### config.mk
export PLATFORM = sky130hd
export DESIGN_NAME = nibble_serial_compare_ctrl
export DESIGN_NICKNAME = d
export VERILOG_FILES = /design/src/rtl/nibble_serial_compare_ctrl.sv
export SDC_FILE = /design/constraint.sdc
export NUM_CORES = 1
export LEC_CHECK = 0
export CORE_MARGIN = 3
export CORE_UTILIZATION = 45
export CTS_BUF_LIST = sky130_fd_sc_hd__clkbuf_4
export DETAILED_ROUTE_END_ITERATION = 8
export GPL_TIMING_DRIVEN = 0
export HOLD_SLACK_MARGIN = 0.1
export PLACE_DENSITY = 0.75
export SLEW_MARGIN = 20
export SYNTH_ARGS = -nofsm -noshare
export SYNTH_HDL_FRONTEND = slang
export SYNTH_SLANG_ARGS = --single-unit
### constraint.sdc
create_clock -name clk -period 2.15 [get_ports clk]
set_clock_uncertainty 0.1 [all_clocks]
set_input_delay 0.215 -clock clk [delete_from_list [all_inputs] [get_ports clk]]
set_output_delay 0.215 -clock clk [all_outputs]
set_load 0.01 [all_outputs]
### src/rtl/nibble_serial_compare_ctrl.sv
// Wide unsigned magnitude compare done serially through one 4-bit slice,
// MSB nibble first, stopping at the first differing nibble.
module nibble_serial_compare_ctrl #(
    parameter int unsigned WIDTH = 16
) (
    input  logic             clk,
    input  logic             rst,
    input  logic             start,
    input  logic [WIDTH-1:0] a,
    input  logic [WIDTH-1:0] b,
    output logic             busy,
    output logic             done,
    output logic             equal,
    output logic             greater,
    output logic             less
);

    localparam int unsigned NIB   = WIDTH / 4;
    localparam int unsigned IDX_W = (NIB > 1) ? $clog2(NIB) : 1;

    typedef enum logic [0:0] {
        IDLE    = 1'b0,
        COMPARE = 1'b1
    } state_t;

    state_t             state_q, state_d;
    logic [WIDTH-1:0]   a_q, a_d;
    logic [WIDTH-1:0]   b_q, b_d;
    logic [IDX_W-1:0]   idx_q, idx_d;
    logic               busy_q, busy_d;
    logic               done_q, done_d;
    logic               eq_q, eq_d;
    logic               gt_q, gt_d;
    logic               lt_q, lt_d;

    logic [3:0]         nib_a_c, nib_b_c;
    logic               slice_gt_c, slice_lt_c;

    // Shared 4-bit magnitude slice, only active while comparing
    always_comb begin
        nib_a_c    = a_q[WIDTH-1 -: 4];
        nib_b_c    = b_q[WIDTH-1 -: 4];
        slice_gt_c = 1'b0;
        slice_lt_c = 1'b0;
        if (state_q == COMPARE) begin
            slice_gt_c = (nib_a_c > nib_b_c);
            slice_lt_c = (nib_a_c < nib_b_c);
        end
    end

    // Next-state and registered-output logic
    always_comb begin
        state_d = state_q;
        a_d     = a_q;
        b_d     = b_q;
        idx_d   = idx_q;
        busy_d  = busy_q;
        done_d  = 1'b0;
        eq_d    = eq_q;
        gt_d    = gt_q;
        lt_d    = lt_q;

        unique case (state_q)
            IDLE: begin
                if (start) begin
                    a_d     = a;
                    b_d     = b;
                    idx_d   = IDX_W'(NIB - 1);
                    eq_d    = 1'b0;
                    gt_d    = 1'b0;
                    lt_d    = 1'b0;
                    busy_d  = 1'b1;
                    state_d = COMPARE;
                end
            end
            COMPARE: begin
                if (slice_gt_c || slice_lt_c) begin
                    gt_d    = slice_gt_c;
                    lt_d    = slice_lt_c;
                    done_d  = 1'b1;
                    busy_d  = 1'b0;
                    state_d = IDLE;
                end else if (idx_q == '0) begin
                    eq_d    = 1'b1;
                    done_d  = 1'b1;
                    busy_d  = 1'b0;
                    state_d = IDLE;
                end else begin
                    a_d   = a_q << 4;
                    b_d   = b_q << 4;
                    idx_d = idx_q - IDX_W'(1);
                end
            end
            default: state_d = IDLE;
        endcase
    end

    always_ff @(posedge clk or posedge rst) begin
        if (rst) begin
            state_q <= IDLE;
            a_q     <= '0;
            b_q     <= '0;
            idx_q   <= '0;
            busy_q  <= 1'b0;
            done_q  <= 1'b0;
            eq_q    <= 1'b0;
            gt_q    <= 1'b0;
            lt_q    <= 1'b0;
        end else begin
            state_q <= state_d;
            a_q     <= a_d;
            b_q     <= b_d;
            idx_q   <= idx_d;
            busy_q  <= busy_d;
            done_q  <= done_d;
            eq_q    <= eq_d;
            gt_q    <= gt_d;
            lt_q    <= lt_d;
        end
    end

    assign busy    = busy_q;
    assign done    = done_q;
    assign equal   = eq_q;
    assign greater = gt_q;
    assign less    = lt_q;

endmodule
==> run metrics <==
Peak VDD IR 0.682 mV; CTS Root Cell clkbuf_4; Ports 40; final wirelength 4.25 mm; total negative slack 0 ns; slowest stage delay, CP 0.41 ns; Reg power frac 0.360; die width 72.4 um; Leak 0.00114 uW; via count 1339; Avg WL per Cell 17.2 um; Buffers on Ports 39; worst-path maximum fanout 10; vias in the first global route roughly 1500; deepest clock path buffer count 2; DRT Pass-1 Iters 4; Clock Power Share 0.101; Core Area 4120 sq um; final net count 237; Cells after Synth 146; Yosys cell types 26; net switching power 1300 uW; initial antenna violation count 0; Reg2Reg Depth 7; CTS Buf Count 5; Switching Share 0.354; CP Capture Type register; worst r2r src a_q[14]; Min-Delay Path Class in -> reg; remaining global-route overflow 0; status completed; final instance area ~2600 sq um; hpwl dp about 3 mm; CP delay by family, top compound AO/OA/AOI/OAI gates; synth warn 0; R2R Setup Slk ~0.033 ns; Gate power share 0.539; Storage cell area 1000 sq um; Worst-Skew Late Latency 0.34 ns; fillcell total 338; multi-input gate area in the final layout between 900 and 1000 sq um; synthesized flop and latch total 40; TritonCTS clock tree done; WHS Endpoint a_q[0]; max-cap viol count 0; # setup viols final 0; Avg Cell Area, Syn 13.6 sq um; Cell Int Power between 2000 and 2500 uW; DRT antenna net count 0; critical path class reg -> reg; Critical Path Start Type register; Die Y between 70 and 80 um; fraction of layout cells with a size suffix above 1 0.310; Crit-path slowest cell dfrtp_1; Cell Rows 23; DIE AREA 5240 sq um; worst relative slew slack 0.621; Slew @ Worst Pin 0.569 ns; # diodes 0; synth-to-layout area growth 29.0%; Final Critical Period 2.12 ns; clk slew on worst S/H paths 0.12 ns; largest net degree at the start of global routing 37; Worst Path Required between 2 and 2.5 ns; WHS Path Cells 2; Slew Limit Fails 0; Cell Area, Synth 1980 sq um; fin crit share 0.985; first-pass GRT wire length 7.19 mm; Synth Net Count around 190; Critical Path AT roughly 2.2 ns; Hold Worst Slack about 0.38 ns; terminus of the critical flop-to-flop path b_q[6]; final hold vios 0; Initial Utilization 0.482; worst path bufs/invs 2; Tot GR Track Use 0.180; Cell Chain, Critical Path ha_1 > o21ai_2 > a21oi_4 > o311ai_4 > inv_4 > buf_6 > mux2_4; Routability Congestion 0.760; PD cells 1430 nW/um^2; DR DRC count 0; clock sinks 40; fmax 0.472 GHz; Hold Startpoint a[0]; Cell Area, Placed roughly 2500 sq um; Vias/cell 5.42; DR iter-0 viols 115; register area share after synthesis 0.505; H-tree levels 2
==> metal layers <==
layer,GRT usage,vias up,part of all wire
li1,-,630,-
met1,0.247,666,0.47
met2,0.284,36,0.47
met3,0.0429,7,0.047
met4,0.0501,0,0.011
met5,0,-,0
==> worst register-to-register path, cell delays in order, from the launching register on <==
cell and delay, ns:
dfrtp_1 0.41, ha_1 0.33, o21ai_2 0.19, a21oi_4 0.08, o311ai_4 0.33, inv_4 0.08, buf_6 0.17, mux2_4 0.30
==> cell usage after synthesis <==
master	instances	area share
mux2_2	26	0.15
mux2_4	14	0.11
a2bb2oi_1	1	0.0044
buf_6	2	0.011
dfrtp_1	40	0.51
nand2b_1	4	0.013
nor2_2	1	0.0032
nor3_1	1	0.0025
buf_2	1	0.0025
buf_1	1	0.0019
clkbuf_1	1	0.0019
o311ai_4	1	0.013
a22o_1	8	0.035
a21oi_1	3	0.0076
nand2_1	3	0.0057
o21ai_0	7	0.018
mux2i_1	8	0.040
o211a_1	1	0.0051
ha_1	5	0.032
o21a_1	1	0.0038
inv_4	1	0.0032
o32a_1	1	0.0051
nor2_1	3	0.0057
nand4_1	1	0.0032
o311ai_0	1	0.0044
inv_1	10	0.019
==> cell usage in the layout, fill, tap and decap left out, types with 2 or more instances in the layout <==
cell type,count
clkbuf_4,6
mux2_2,26
buf_6,2
a22o_1,8
a21oi_1,2
clkdlybuf4s50_1,39
nor2_1,3
nand2b_1,4
o21ai_0,6
inv_1,9
nand2_1,3
dfrtp_1,40
mux2i_1,8
mux2_4,14
ha_1,5
buf_4,4
==> state kept, by name (all words and copies together), names as in the netlist <==
signal,flops
a_q,16
b_q,16
idx_q,2
busy,1
done,1
equal,1
greater,1
less,1
state_q,1
==> worst max path at each step <==
stage	startpoint	endpoint	slack, ns	cells after the start
floorplan	a_q[14]	a_q[10]	0.03	7
global placement	start	a_q[8]	-0.32	7
detailed placement	a_q[14]	a_q[6]	-0.34	7
CTS	state_q	a_q[8]	0.003	4
global route	a_q[14]	a_q[9]	-0.03	7
finish	a_q[14]	b_q[6]	0.03	7
==> metrics by stage <==
stage / setup WS (ns) / util / total power (uW) / cells
6_report: 0.0330 / 0.621 / 3660 / 247
5_1_grt: -0.0296 / 0.621 / 3900 / 247
4_1_cts: 0.00347 / 0.618 / 3600 / 247
3_5_place_dp: -0.342 / 0.597 / 3150 / 236
3_3_place_gp: -0.317 / 0.592 / 3030 / 235
2_1_floorplan: 0.0253 / - / 2680 / 146
==> cell families (layout without fill, tap and decap cells) <==
group,Yosys count,after routing,share of synthesized area
adder cells (fa/ha/maj),5,5,0.0316
AO/OA/AOI/OAI,24,24,0.0966
multiplexers,48,48,0.294
flip-flops,40,40,0.505
buffers and inverters,16,67,0.0398
AND/OR/NAND/NOR,13,13,0.0328
==> power by group through the flow <==
stage                     clock (uW)  combinational [uW]  sequential, uW
final                            367                1970            1320
after global routing             404                2130            1360
after CTS                        375                1910            1320
after detailed placement           0                1810            1330
after global placement             0                1730            1310
after floorplan                    0                1410            1270
==> repair_timing <==
| action | CTS | global route |
|---|---|---|
| pin swaps | 1 | 1 |
| hold buffers | 1 | 0 |
| resized for setup | 2 | 2 |
| endpoints found under the hold margin | 4 | 0 |
| endpoints found under the setup margin | 26 | 20 |
| setup buffers | 3 | 1 |
==> area by class of cell <==
cell class / count / area share
flip-flops and latches: 40 / 0.392
multi-input cells: 90 / 0.359
repair buffers: 45 / 0.176
well taps: 50 / 0.0245
clock buffers: 6 / 0.0176
inverters: 11 / 0.0171
plain buffers: 4 / 0.0122
clock inverters: 1 / 0.00196
Note: power is estimated with default switching activity, not from simulation.
